## config.mk

```make
export PLATFORM = sky130hd
export DESIGN_NAME = det_event_logger
export DESIGN_NICKNAME = d
export VERILOG_FILES = /design/src/rtl/det_event_logger.sv
export SDC_FILE = /design/constraint.sdc
export NUM_CORES = 1
export LEC_CHECK = 0
export BUFFER_PORTS_ARGS = -buffer_cell sky130_fd_sc_hd__clkbuf_2
export CAP_MARGIN = 10
export CORE_MARGIN = 3
export CORE_UTILIZATION = 60
export CTS_BUF_LIST = sky130_fd_sc_hd__clkbuf_8
export DETAILED_ROUTE_END_ITERATION = 8
export PLACE_DENSITY = 0.86
export SLEW_MARGIN = 20
export SYNTH_ARGS = -nofsm -noshare
export SYNTH_HDL_FRONTEND = slang
export SYNTH_SLANG_ARGS = --single-unit
```

## constraint.sdc

```tcl
create_clock -name clk -period 4.9 [get_ports clk]
set_clock_uncertainty 0.15 [all_clocks]
set_input_delay 0.98 -clock clk [delete_from_list [all_inputs] [get_ports clk]]
set_output_delay 0.98 -clock clk [all_outputs]
set_load 0.01 [all_outputs]
```

## src/rtl/det_event_logger.sv

```systemverilog
// Timestamps rising edges of the 11011 detector output and queues them in a show-ahead FIFO.
// Also keeps a saturating event count and a sticky overflow flag.
module det_event_logger #(
    parameter int unsigned TS_W  = 16,
    parameter int unsigned DEPTH = 4,
    parameter int unsigned CNT_W = 8
) (
    input  logic                     clk,
    input  logic                     rst_n,
    input  logic                     det_in,
    input  logic                     clr,
    output logic [TS_W-1:0]          ts_out,
    output logic                     ts_valid,
    input  logic                     ts_ready,
    output logic [CNT_W-1:0]         event_cnt,
    output logic                     overflow,
    output logic [$clog2(DEPTH):0]   fifo_level
);

    localparam int unsigned AW = $clog2(DEPTH);
    localparam logic [AW:0]       FullLvl = (AW+1)'(DEPTH);
    localparam logic [AW:0]       PtrOne  = (AW+1)'(1);
    localparam logic [TS_W-1:0]   TsOne   = TS_W'(1);
    localparam logic [CNT_W-1:0]  CntOne  = CNT_W'(1);

    logic [TS_W-1:0]  ts_q, ts_d;
    logic             det_q;
    logic [AW:0]      wr_ptr_q, wr_ptr_d;
    logic [AW:0]      rd_ptr_q, rd_ptr_d;
    logic [TS_W-1:0]  mem_q [DEPTH];
    logic [TS_W-1:0]  ts_out_q, ts_out_d;
    logic [CNT_W-1:0] cnt_q, cnt_d;
    logic             ovf_q, ovf_d;

    logic evt, full, empty, pop, push;

    assign fifo_level = wr_ptr_q - rd_ptr_q;
    assign empty      = (fifo_level == '0);
    assign full       = (fifo_level == FullLvl);
    assign evt        = det_in & ~det_q;
    assign pop        = ~empty & ts_ready;
    // A pop in the same cycle frees the slot, so a full FIFO can still accept.
    assign push       = evt & (~full | pop);

    assign ts_valid   = ~empty;
    assign ts_out     = ts_out_q;
    assign event_cnt  = cnt_q;
    assign overflow   = ovf_q;

    always_comb begin
        ts_d     = ts_q + TsOne;
        wr_ptr_d = wr_ptr_q;
        rd_ptr_d = rd_ptr_q;
        cnt_d    = cnt_q;
        ovf_d    = ovf_q;
        ts_out_d = ts_out_q;
        if (clr) begin
            ts_d     = '0;
            wr_ptr_d = '0;
            rd_ptr_d = '0;
            cnt_d    = '0;
            ovf_d    = 1'b0;
        end else begin
            if (pop) begin
                rd_ptr_d = rd_ptr_q + PtrOne;
            end
            if (push) begin
                wr_ptr_d = wr_ptr_q + PtrOne;
            end
            if (evt && full && !pop) begin
                ovf_d = 1'b1;
            end
            if (evt && (cnt_q != '1)) begin
                cnt_d = cnt_q + CntOne;
            end
            // Head register tracks the next oldest entry; bypass when it is the one being written.
            if (wr_ptr_d != rd_ptr_d) begin
                ts_out_d = (rd_ptr_d == wr_ptr_q) ? ts_q : mem_q[rd_ptr_d[AW-1:0]];
            end
        end
    end

    always_ff @(posedge clk) begin
        if (push && !clr) begin
            mem_q[wr_ptr_q[AW-1:0]] <= ts_q;
        end
    end

    always_ff @(posedge clk or negedge rst_n) begin
        if (!rst_n) begin
            ts_q     <= '0;
            det_q    <= 1'b0;
            wr_ptr_q <= '0;
            rd_ptr_q <= '0;
            ts_out_q <= '0;
            cnt_q    <= '0;
            ovf_q    <= 1'b0;
        end else begin
            ts_q     <= ts_d;
            det_q    <= det_in;
            wr_ptr_q <= wr_ptr_d;
            rd_ptr_q <= rd_ptr_d;
            ts_out_q <= ts_out_d;
            cnt_q    <= cnt_d;
            ovf_q    <= ovf_d;
        end
    end

endmodule

```

# Word-level counts from Yosys, hierarchy flattened
# Memories as Yosys holds them, arrays and structs flattened.
# Cells that the tools add are included.
totals:
  regBits: 48
  mem_bits_rw: 64
  output_inout_bits: 29
  n_memories: 1
  wordCells: 49
  in_bits: 5
memory_table:
  columns: ["name", "words", "word_bits", "read_ports", "rd_clocked_by_memory_dff", "write_ports", "line_no", "source"]
  rows:
  - ["mem_q", 4, 16, 1, 0, 1, "30", "logic [TS_W-1:0] mem_q [DEPTH];"]
op_classes:
  n_addsub: 5
  n_mux: 14
  reduce_logical: 10
  bitwise_logic: 8
  n_eq_ne: 4
ops:
  columns: ["cell", "n"]
  rows:
  - ["$mux W16", 2]
  - ["$mux W3", 6]
  - ["$add A16 B1 Y16 const B", 1]
  - ["$mux W8", 2]
  - ["$add A8 B1 Y8 const B", 1]
  - ["$ne A8 B8 Y1 const B", 1]
  - ["$add A3 B1 Y3 const B", 2]
  - ["$logic_and A1 B1 Y1", 4]
  - ["$mux W1", 4]
  - ["$not A1 Y1", 4]
  - ["$reduce_bool A2 Y1", 2]
  - ["$and A1 B1 Y1", 3]
  - ["$eq A3 B3 Y1", 1]
  - ["$eq A3 B3 Y1 const B", 1]
  - ["$logic_not A3 Y1", 1]
  - ["$ne A3 B3 Y1", 1]
  - ["$sub A3 B3 Y3", 1]
  - ["$logic_not A1 Y1", 2]
  - ["$reduce_and A2 Y1", 1]
  - ["$or A1 B1 Y1", 1]

# Depth between registers and ports, before layout
# Gate-level depths: netlist of the first run.
logic_depth:
  word_depth: 10
  depth_mapped: 11
  ltp_nobuf: 10

# Least setup slack after synthesis of the first run
# No wires, ideal clock.
synth_timing:
  path_kind: "reg2reg"
  startpoint: "register wr_ptr_q[0]"
  endpoint: "register ts_out_q[0] (netlist: ts_out[0])"
  n_path_buf: 1
  synth_period_minus_slack_ps: 3502
  arrival_time_ps: 3227
  required_ps: 4625
  setup_ps: 125
  path_stages_with_launch: 11
  setup_slack_ps: 1398
  cell_sequence: "dfrtp_1 > inv_1 > ha_1 > fa_1 > xnor3_2 > a21oi_2 > or4_1 > o311ai_2 > buf_4 > mux2_2 > mux2_4"
synth_via:
  elab_chain_cells: 10
  word_cells_on_any_way: 18
  cone_classes: "add/sub (2); eq/ne (3); mux (5); bitwise (5); reduce/logical (2); memory (1)"
synth_lines:
  columns: ["element", "line_no", "source"]
  rows:
  - ["start: declaration", "28", "logic [AW:0] wr_ptr_q, wr_ptr_d;"]
  - ["start signal: assignment", "101", "wr_ptr_q <= wr_ptr_d;"]
  - ["$sub A3 B3 Y3", "37", "assign fifo_level = wr_ptr_q - rd_ptr_q;"]
  - ["$logic_not A3 Y1", "38", "assign empty = (fifo_level == '0);"]
  - ["$not A1 Y1", "41", "assign pop = ~empty & ts_ready;"]
  - ["$and A1 B1 Y1", "41", null]
  - ["$or A1 B1 Y1", "43", "assign push = evt & (~full | pop);"]
  - ["$and A1 B1 Y1", "43", null]
  - ["$mux W3", "67", "if (push) begin"]
  - ["$mux W3", "57", "if (clr) begin"]
  - ["$ne A3 B3 Y1", "77", "if (wr_ptr_d != rd_ptr_d) begin"]
  - ["$reduce_and A2 Y1 (no source line)", null, null]
  - ["end signal: assignment", "103", "ts_out_q <= ts_out_d;"]
  - ["end: declaration", "31", "logic [TS_W-1:0] ts_out_q, ts_out_d;"]
# Parallel ways exist; a longest one is shown, timed or not. The select of a mux whose other input is x is not followed.
# A chain may end at the register's enable or synchronous reset.

# Worst setup path in the final report of the first run
layout_timing:
  startpoint: "register wr_ptr_q[0]"
  endpoint: "register ts_out_q[3] (netlist: ts_out[3])"
# Same word-level chain as after synthesis.

==> impl_metrics.env, run 1 <==
export IMPL_cts_tree="yes"
export IMPL_core_area_um2=8850
export IMPL_finalSetupViolCount=0
export IMPL_rrSetupSlack_ns=0.98
export IMPL_fill_cells=631
export IMPL_drt_wirelength_per_cell_um=21.0
export IMPL_r2r_end="ts_out[3]"
export IMPL_die_area_um2=10400
export IMPL_rows=34
export IMPL_first_pass_iters=4
export IMPL_synth_edf_count=64
export IMPL_placed_area_um2=5820
export IMPL_combPwrFrac_pct=48.8
export IMPL_syn_to_final_growth_pct=8.35
export IMPL_use_met2_pct=39.7
export IMPL_cts_sinks=112
export IMPL_place_congestion=0.824
export IMPL_worstPathArrival_ns=4.04
export IMPL_grt_pass1_vias=3475
export IMPL_p_sw_share_pct=35.7
export IMPL_ys_types=45
export IMPL_gr_usage_all_layers_pct=23.3
export IMPL_worst_path_max_fanout=10
export IMPL_grt_max_degree=49
export IMPL_ys_ff_latch=112
export IMPL_path_clk_slew_ns=0.09
export IMPL_synth_most_common_cell="edfxtp_1"
export IMPL_ctsHoldBuffers=0
export IMPL_worst_slew_pin_slew_ns=1.02
export IMPL_max_slew_margin_rel_pct=32.2
export IMPL_die_x_um=102
export IMPL_final_period_utilization_pct=80.1
export IMPL_clkLatencyLatePin_ns=0.38
export IMPL_antenna_found_initial=0
export IMPL_dr_first_iter_drc_count=236
export IMPL_ys_seq_area_share_pct=56.3
export IMPL_die_h_um=102
export IMPL_start_util_pct=62.7
export IMPL_utilization_pct=67.9
export IMPL_cts_made_buffers=9
export IMPL_drive_gt1_share_pct=29.5
export IMPL_gr_usage_met1_pct=30.2
export IMPL_max_freq_mhz=255
export IMPL_cts_root_buf="clkbuf_8"
export IMPL_setup_tns_final_ns=0
export IMPL_ys_async_sr_fraction_pct=42.9
export IMPL_fin_crit_ns=3.92
export IMPL_synth_cells=393
export IMPL_outcome="finished clean"
export IMPL_io_buffers=33
export IMPL_cp_end_kind="flip-flop"
export IMPL_grt_pass1_wl_um=18100
export IMPL_route_detailed_drc=0
export IMPL_synth_top_cell_area_share_pct=34.7
export IMPL_synth_area_leader_cell="edfxtp_1"
export IMPL_routed_wl_um=11300
export IMPL_seqPwrFrac_pct=34.5
export IMPL_p_leak_uw=0.00242
export IMPL_power_switching_uw=1160
export IMPL_ff2ff_path_depth=10
export IMPL_final_area_um2=6010
export IMPL_cts_resized=0
export IMPL_hold_class="flip-flop to flip-flop"
export IMPL_min_delay_path_depth=2
export IMPL_hp_start="overflow"
export IMPL_num_io_pins=34
export IMPL_hpwl_um=6980
export IMPL_hold_violations=0
export IMPL_p_per_area_nw_per_um2=541
export IMPL_rsz0062_at_grt="false"
export IMPL_yosys_top_cells_area="edfxtp_1, dfrtp_1, mux4_2"
export IMPL_postCtsSetupRepairBufs=0
export IMPL_p_int_uw=2090
export IMPL_cap_violations=0
export IMPL_synth_ff_type="edfxtp_1"
export IMPL_gr_usage_met3_pct=4.85
export IMPL_grt_overflow=0
export IMPL_avgViaCountPerCell=6.17
export IMPL_syn_num_nets=407
export IMPL_clock_power_share_pct=16.7
export IMPL_required_ns=5.01
export IMPL_drtAntennaViolNets=0
export IMPL_worstReg2RegStart="wr_ptr_q[0]"
export IMPL_syn_area_per_cell_um2=14.1
export IMPL_cts_htree_levels=3
export IMPL_yosysWarnings=0
export IMPL_clockBufferDepth=2
export IMPL_cp_start_kind="flip-flop"
export IMPL_nets=440
export IMPL_insertedDiodeCount=0
export IMPL_whs_endpoint="overflow"
export IMPL_mappedNetlistArea_um2=5550
export IMPL_busiest_layer="met2"
export IMPL_slew_viol_final=0
export IMPL_path_class="flip-flop to flip-flop"
export IMPL_dr_total_vias=3323
export IMPL_vdd_drop_max_uv=459
export IMPL_synthTopCellsByCount="edfxtp_1, nand2_1, dfrtp_1"
## placed cells by master, fill, tap and decap left out, types with 2 or more instances in the layout
| master | netlist | final |
|---|---|---|
| nor3_1 | 4 | 4 |
| mux2i_1 | 5 | 5 |
| nand2_1 | 61 | 61 |
| xnor2_1 | 10 | 10 |
| a21oi_1 | 8 | 8 |
| xor2_1 | 15 | 15 |
| mux2_4 | 10 | 10 |
| edfxtp_1 | 64 | 64 |
| mux2_2 | 22 | 22 |
| inv_1 | 5 | 8 |
| mux4_2 | 32 | 32 |
| nand4_1 | 6 | 6 |
| buf_4 | 1 | 7 |
| nand3_1 | 8 | 8 |
| o21ai_0 | 4 | 4 |
| nor2b_1 | 3 | 3 |
| or3_1 | 4 | 4 |
| dfrtp_1 | 48 | 48 |
| ha_1 | 8 | 8 |
| a21oi_2 | 2 | 2 |
| and3_1 | 4 | 4 |
| clkbuf_8 | 0 | 10 |
| and2_1 | 6 | 6 |
| clkbuf_2 | 0 | 33 |
| nor2_1 | 28 | 28 |
## metal layers
metal / vias to the layer above / share of wire (%)
met5: - / 0
met4: 0 / 1.5
met3: 18 / 4.9
met2: 99 / 53
met1: 1697 / 41
li1: 1509 / -
## worst max path at each step
| stage | end | cells past startpoint | start | slack [ns] |
|---|---|---|---|---|
| after floorplan | ts_out[0] | 10 | wr_ptr_q[0] | 1.40 |
| after global placement | ts_out[3] | 10 | wr_ptr_q[0] | 1.23 |
| after detailed placement | ts_out[14] | 10 | wr_ptr_q[0] | 1.02 |
| after CTS | ts_out[14] | 10 | wr_ptr_q[0] | 1.01 |
| after global routing | ts_out[3] | 10 | wr_ptr_q[0] | 0.85 |
| final | ts_out[3] | 10 | wr_ptr_q[0] | 0.98 |
## power by group through the flow
stage               Clock, µW  Combinational (µW)  Sequential (µW)
floorplan                   0                1200             1150
global route              591                1710             1130
CTS                       546                1590             1120
global placement            0                1520             1140
finish                    542                1590             1120
detailed placement          0                1580             1140
## kinds of logic (layout without fill, tap and decap cells)
kind of cell    after synthesis  in the layout  share of synthesized area, %
simple gates                129            129                          10.4
flops                       112            112                          56.3
mux                          69             69                          21.1
xor+xnor                     28             28                          4.96
buf+inv                      24             62                          1.87
compound gates               22             22                          3.20
fa+ha+maj                     9              9                          2.17
## through the flow
stage	instances	setup slack (ns)	hold WS, ns	total power (µW)
2_1_floorplan	393	1.40	0.349	2350
4_1_cts	539	1.01	0.371	3260
3_5_place_dp	523	1.02	0.348	2720
6_report	539	0.977	0.367	3250
5_1_grt	539	0.853	0.396	3430
3_3_place_gp	523	1.23	0.337	2650
## critical path: stages, from the launching register on
cell and delay, ns:
dfrtp_1 0.41, inv_1 0.13, ha_1 0.23, fa_1 0.47, xnor3_2 0.53, o31ai_4 0.33
mux2i_1 0.43, xnor2_2 0.15, a31oi_4 0.33, buf_4 0.32, mux2_4 0.32
## cell type report
| type | count | area (µm²) | area share, % |
|---|---|---|---|
| sequential | 112 | 3120 | 52.0 |
| multi-input combinational | 257 | 2320 | 38.6 |
| timing repair buffer | 40 | 218 | 3.62 |
| clock buffer | 10 | 138 | 2.29 |
| tap | 108 | 135 | 2.25 |
| clock inverter | 6 | 53.8 | 0.895 |
| inverter | 6 | 22.5 | 0.375 |
## flip-flops by register name, indices dropped and copies added (netlist names)
| register | cells |
|---|---|
| mem_q | 64 |
| det_q | 1 |
| ts_q | 16 |
| overflow | 1 |
| wr_ptr_q | 3 |
| event_cnt | 8 |
| ts_out | 16 |
| rd_ptr_q | 3 |
Note: power is estimated with default switching activity, not from simulation.
==> run 2: changes to the inputs <==
ABC_AREA = 1   (was default)
clock period = 3.67 ns   (was 4.9 ns; I/O delays follow)
==> run 2 against run 1 <==
Effect of this change:
- area after synthesis down 0.25%
- count of clock-buffer cells in the layout down 1
- combinational power up 28%
- first-iteration DRC count up 100%
- register-to-register slack worse by 0.82 ns
- cell area down 0.23%
- sequential share of layout area up 0.12 points
- via count up 35%
- total power up 32%
- wire length up 13%
- worst hold slack worse by 0.038 ns
- critical endpoint is now ts_out[9]
- highest routed layer unchanged
==> impl_metrics.env, run 2 <==
export IMPL_clock_power_share_pct=16.5
export IMPL_dr_first_iter_drc_count=480
export IMPL_ys_ff_latch=112
export IMPL_dr_total_vias=4473
export IMPL_avgViaCountPerCell=5.85
export IMPL_slew_viol_final=0
export IMPL_cts_root_buf="clkbuf_8"
export IMPL_core_area_um2=8850
export IMPL_gr_usage_all_layers_pct=26.4
export IMPL_rsz0062_at_grt="false"
export IMPL_yosys_top_cells_area="edfxtp_1, dfrtp_1, nand2_1"
export IMPL_cts_tree="yes"
export IMPL_synth_compound_area_share_pct=2.99
export IMPL_drive_gt1_share_pct=12.3
export IMPL_route_detailed_drc=0
export IMPL_cts_resized=0
export IMPL_cts_made_buffers=9
export IMPL_grt_overflow=0
export IMPL_io_buffers=33
export IMPL_hpwl_um=8420
export IMPL_synth_adder_area_share_pct=2.17
export IMPL_utilization_pct=67.7
export IMPL_synth_top_family_by_area="simple AND/OR/NAND/NOR gates"
export IMPL_grt_pass1_wl_um=21000
export IMPL_drt_wirelength_per_cell_um=16.8
export IMPL_die_area_um2=10400
export IMPL_rrSetupSlack_ns=0.15
export IMPL_r2r_end="ts_out[9]"
export IMPL_worstPathArrival_ns=3.63
export IMPL_combPwrFrac_pct=47.6
export IMPL_synth_edf_count=64
export IMPL_start_util_pct=62.5
export IMPL_min_delay_path_depth=1
export IMPL_layout_common_cells="nand2_1, nand3_1, inv_1"
export IMPL_insertedDiodeCount=0
export IMPL_cts_sinks=112
export IMPL_p_leak_uw=0.00292
export IMPL_hold_class="primary input to flip-flop"
export IMPL_muxShareOfSynthArea_pct=0
export IMPL_grt_max_degree=43
export IMPL_synth_cells=619
export IMPL_place_congestion=0.890
export IMPL_synth_most_common_cell="nand2_1"
export IMPL_max_freq_mhz=284
export IMPL_worst_slew_pin_slew_ns=0.980
export IMPL_num_io_pins=34
export IMPL_whs_endpoint="det_q"
export IMPL_power_uw=4280
export IMPL_yosysWarnings=0
export IMPL_nets=666
export IMPL_cap_violations=0
export IMPL_finalSetupViolCount=0
export IMPL_p_per_area_nw_per_um2=713
export IMPL_clkLatencyLatePin_ns=0.37
export IMPL_ctsHoldBuffers=0
export IMPL_fin_crit_ns=3.52
export IMPL_die_x_um=102
export IMPL_syn_num_nets=633
export IMPL_cp_start_kind="flip-flop"
export IMPL_path_class="flip-flop to flip-flop"
export IMPL_grt_pass1_vias=4412
export IMPL_ys_types=32
export IMPL_required_ns=3.78
export IMPL_first_pass_iters=5
export IMPL_final_period_utilization_pct=95.8
export IMPL_max_slew_margin_rel_pct=34.7
export IMPL_die_h_um=102
export IMPL_final_common_cell="nand2_1"
export IMPL_timing_final_ws_setup_ns=0.153
export IMPL_synth_top_cell_area_share_pct=34.7
export IMPL_antenna_found_initial=0
export IMPL_synthSimpleGateAreaFrac_pct=29.1
export IMPL_seqPwrFrac_pct=35.9
export IMPL_fill_cells=666
export IMPL_cts_htree_levels=3
export IMPL_hold_violations=0
export IMPL_worst_path_max_fanout=34
export IMPL_syn_area_per_cell_um2=8.94
export IMPL_synth_xor_area_share_pct=0.792
export IMPL_startpoint="wr_ptr_q[0]"
export IMPL_cp_end_kind="flip-flop"
export IMPL_rows=34
export IMPL_hp_start="det_in"
export IMPL_p_int_uw=2320
export IMPL_worstReg2RegStart="wr_ptr_q[0]"
export IMPL_postCtsSetupRepairBufs=0
export IMPL_routed_wl_um=12900
export IMPL_synth_area_leader_cell="edfxtp_1"
export IMPL_ys_async_sr_fraction_pct=42.9
export IMPL_drtAntennaViolNets=0
export IMPL_power_switching_uw=1960
export IMPL_synthTopCellsByCount="nand2_1, nand3_1, inv_1"
export IMPL_synth_ff_type="edfxtp_1"
export IMPL_vdd_drop_max_uv=401
export IMPL_outcome="finished clean"
export IMPL_clockBufferDepth=2
export IMPL_path_clk_slew_ns=0.11
export IMPL_p_sw_share_pct=45.8
export IMPL_syn_to_final_growth_pct=8.37
export IMPL_dpl_worst_slack_ns=0.257
export IMPL_ys_seq_area_share_pct=56.5
export IMPL_mappedNetlistArea_um2=5530
export IMPL_ff2ff_path_depth=15
export IMPL_largest_reg_flops=64
export IMPL_setup_tns_final_ns=0
-- run 2: cell types whose count changed in the layout (fill, tap and decap cells not counted), moves of 7 or more --
cell     before  now
mux2_2       22    0
mux4_2       32    0
inv_1         8   96
nand3_1       8  101
nand4_1       6   18
nand2_1      61  162
mux2_4       10    0
xor2_1       15    2
xnor2_1      10    3
-- run 2: worst max-delay path: stages, from the launching register on --
cell and delay, ns:
dfrtp_1 0.46, inv_1 0.15, ha_1 0.23, fa_1 0.41
inv_1 0.11, nand3_2 0.12, nand3_4 0.16, nand2_4 0.11
nand2_4 0.32, nand3_1 0.15, nand2_2 0.38, nand3_4 0.28
nand2_1 0.14, nand2_1 0.07, nand2_1 0.10, nand2_1 0.06
-- run 2: layout make-up --
class	count	area (µm²)	share of cell area, %
clock buffers	9	124	2.07
clock inverters	7	66.3	1.11
inverters	98	368	6.14
multi-input cells	388	1940	32.3
flip-flops and latches	112	3120	52.1
well taps	108	135	2.25
repair buffers	43	240	4.01
-- run 2: power by group through the flow --
stage / sequential, µW / clock, µW / combinational [µW]
floorplan: 1570 / 0 / 1450
global placement: 1560 / 0 / 1920
detailed placement: 1560 / 0 / 2010
CTS: 1530 / 710 / 2010
global route: 1550 / 762 / 2260
finish: 1540 / 704 / 2040
-- run 2: worst max-delay path by stage --
stage,endpoint,slack [ns],cells past startpoint
after global routing,ts_out[9],0.001,15
after floorplan,mem_q[0][0],0.83,8
after global placement,ts_out[2],0.39,15
final,ts_out[9],0.15,15
after CTS,ts_out[9],0.24,15
after detailed placement,ts_out[9],0.26,15
-- run 2: metrics by stage --
step	hold WS (ns)	cell area, µm²	std cells
after CTS	0.319	5990	765
after floorplan	0.288	5530	619
after global routing	0.303	5990	765
final	0.329	5990	765
after global placement	0.318	5800	749
after detailed placement	0.319	5800	749
-- run 2: logic make-up (layout without fill, tap and decap cells) --
family,count (synthesis),in the layout
AND/OR/NAND/NOR,345,345
buffers and inverters,119,157
flip-flops,112,112
AO/OA/AOI/OAI,29,29
adder cells (fa/ha/maj),9,9
XOR/XNOR,5,5
-- run 2: metal layers --
layer,track usage [%],up-vias,share of wire (%)
met2,43.9,238,51
met3,4.10,27,9.1
met1,34.3,2123,37
met4,12.6,0,2.1
li1,-,2085,-
met5,0,-,0
==> run 3: changes to the inputs <==
ABC_AREA = default   (was 1)
GPL_ROUTABILITY_DRIVEN = 0   (was default)
TNS_END_PERCENT = 50   (was default)
==> run 3 against run 2 <==
Effect of this change:
- setup slack about the same
- final cell count decreased by 29%
- clock power decreased by 5.5%
- sequential power decreased by 3%
- flip-flop and latch count unchanged
- maximum frequency about the same
- wire length decreased by 16%
- worst hold slack got worse by 0.033 ns
- critical endpoint is now ts_out[3]
- largest cell class unchanged
==> impl_metrics.env, run 3 (same netlist as run 1, synthesis figures left out) <==
export IMPL_outcome="finished clean"
export IMPL_drt_wirelength_per_cell_um=19.9
export IMPL_critical_path_buf_inv_count=2
export IMPL_grt_pass1_vias=3498
export IMPL_io_buffers=33
export IMPL_power_switching_uw=1530
export IMPL_rsz0062_at_grt="false"
export IMPL_routed_wl_um=10800
export IMPL_path_cells="inv_1, ha_1, fa_1, xnor3_2, a21oi_2, or4_1, o311ai_2, buf_12, mux2_2, mux2_4"
export IMPL_hold_class="primary input to asynchronous set/reset pin"
export IMPL_num_io_pins=34
export IMPL_nets=444
export IMPL_start_util_pct=62.7
export IMPL_rrSetupSlack_ns=0.15
export IMPL_ff2ff_path_depth=10
export IMPL_layout_common_cells="edfxtp_1, nand2_1, dfrtp_1"
export IMPL_final_area_um2=6030
export IMPL_slew_viol_final=0
export IMPL_clockBufferDepth=2
export IMPL_finalSetupViolCount=0
export IMPL_p_per_area_nw_per_um2=714
export IMPL_dr_total_vias=3358
export IMPL_required_ns=3.77
export IMPL_rows=34
export IMPL_core_area_um2=8850
export IMPL_worst_path_max_fanout=16
export IMPL_cap_violations=0
export IMPL_gr_usage_all_layers_pct=22.3
export IMPL_fin_crit_ns=3.52
export IMPL_cp_slowest_cell="or4_1"
export IMPL_max_freq_mhz=284
export IMPL_die_area_um2=10400
export IMPL_die_x_um=102
export IMPL_p_int_uw=2770
export IMPL_max_slew_margin_rel_pct=36.7
export IMPL_grt_pass1_wl_um=17600
export IMPL_path_clk_slew_ns=0.11
export IMPL_power_uw=4310
export IMPL_die_h_um=102
export IMPL_max_stage_delay_ns=0.53
export IMPL_postCtsSetupRepairBufs=0
export IMPL_worst_slew_pin_slew_ns=0.949
export IMPL_worstPathArrival_ns=3.62
export IMPL_antenna_found_initial=0
export IMPL_cts_sinks=112
export IMPL_vdd_drop_max_uv=684
export IMPL_cts_htree_levels=3
export IMPL_syn_to_final_growth_pct=8.78
export IMPL_cp_end_kind="flip-flop"
export IMPL_clkLatencyLatePin_ns=0.37
export IMPL_grt_max_degree=49
export IMPL_seqPwrFrac_pct=34.5
export IMPL_largest_reg_flops=64
export IMPL_worstSetupPathDepth=10
export IMPL_grt_overflow=0
export IMPL_p_leak_uw=0.00243
export IMPL_drtAntennaViolNets=0
export IMPL_hpwl_um=6970
export IMPL_route_detailed_drc=0
export IMPL_cts_made_buffers=9
export IMPL_p_sw_share_pct=35.6
export IMPL_hold_violations=0
export IMPL_path_class="flip-flop to flip-flop"
export IMPL_final_common_cell="edfxtp_1"
export IMPL_placed_area_um2=5860
export IMPL_cp_start_kind="flip-flop"
export IMPL_dr_first_iter_drc_count=240
export IMPL_cts_tree="yes"
export IMPL_avgViaCountPerCell=6.18
export IMPL_drive_gt1_share_pct=30.8
export IMPL_clock_power_share_pct=15.4
export IMPL_final_period_utilization_pct=95.8
export IMPL_path_delay_family="multiplexers"
export IMPL_cts_root_buf="clkbuf_8"
export IMPL_combPwrFrac_pct=50.1
export IMPL_setup_tns_final_ns=0
export IMPL_first_pass_iters=5
export IMPL_insertedDiodeCount=0
-- run 3: area by class of cell --
| class | instances | area (µm²) |
|---|---|---|
| repair buffers | 44 | 260 |
| clock inverters | 7 | 47.5 |
| fillers | 605 | 2820 |
| well taps | 108 | 135 |
| flip-flops and latches | 112 | 3120 |
| clock buffers | 9 | 124 |
| multi-input cells | 257 | 2320 |
| inverters | 6 | 22.5 |
-- run 3: final timing paths --
kind	startpoint	to
worst min register to register	ts_out[0]	ts_out[0]
max in group asynchronous	rst_n	rd_ptr_q[1]
min in group clk	det_in	det_q
worst max register to register	wr_ptr_q[0]	ts_out[3]
worst max-delay path	wr_ptr_q[0]	ts_out[3]
worst min-delay path	rst_n	ts_out[6]
-- run 3: layer usage --
metal	vias to the layer above	wire, µm	track usage (%)
met5	-	0	0
met4	0	156	6.96
met3	16	547	4.03
met2	117	5720	38.9
met1	1708	4400	28.8
li1	1517	-	-
-- run 3: through the flow --
step / utilization, % / hold slack [ns] / setup slack, ns / cells
after global routing: 68.2 / 0.343 / 0.0201 / 543
final: 68.2 / 0.296 / 0.153 / 543
after CTS: 68.2 / 0.328 / 0.122 / 543
after detailed placement: 66.2 / 0.345 / 0.133 / 527
after global placement: 66.2 / 0.335 / 0.223 / 527
after floorplan: - / 0.288 / 0.168 / 393
-- run 3: power groups by stage --
stage          clock [µW]  sequential, µW  combinational (µW)
2_1_floorplan           0            1530                1600
3_3_place_gp            0            1510                2100
3_5_place_dp            0            1510                2160
4_1_cts               675            1490                2170
5_1_grt               721            1500                2350
6_report              665            1490                2160
-- run 3: worst register-to-register path, cell delays in order, from the launching register on --
cell	delay (ns)
dfrtp_1	0.42
inv_1	0.12
ha_1	0.22
fa_1	0.38
xnor3_2	0.52
a21oi_2	0.11
or4_1	0.53
o311ai_2	0.12
buf_12	0.22
mux2_2	0.37
mux2_4	0.25
-- run 3: timing repair --
| item | 4_1_cts | 5_1_grt |
|---|---|---|
| resized for setup | 0 | 1 |
| endpoints found under the setup margin | 0 | 16 |
| hold buffers | 0 | 0 |
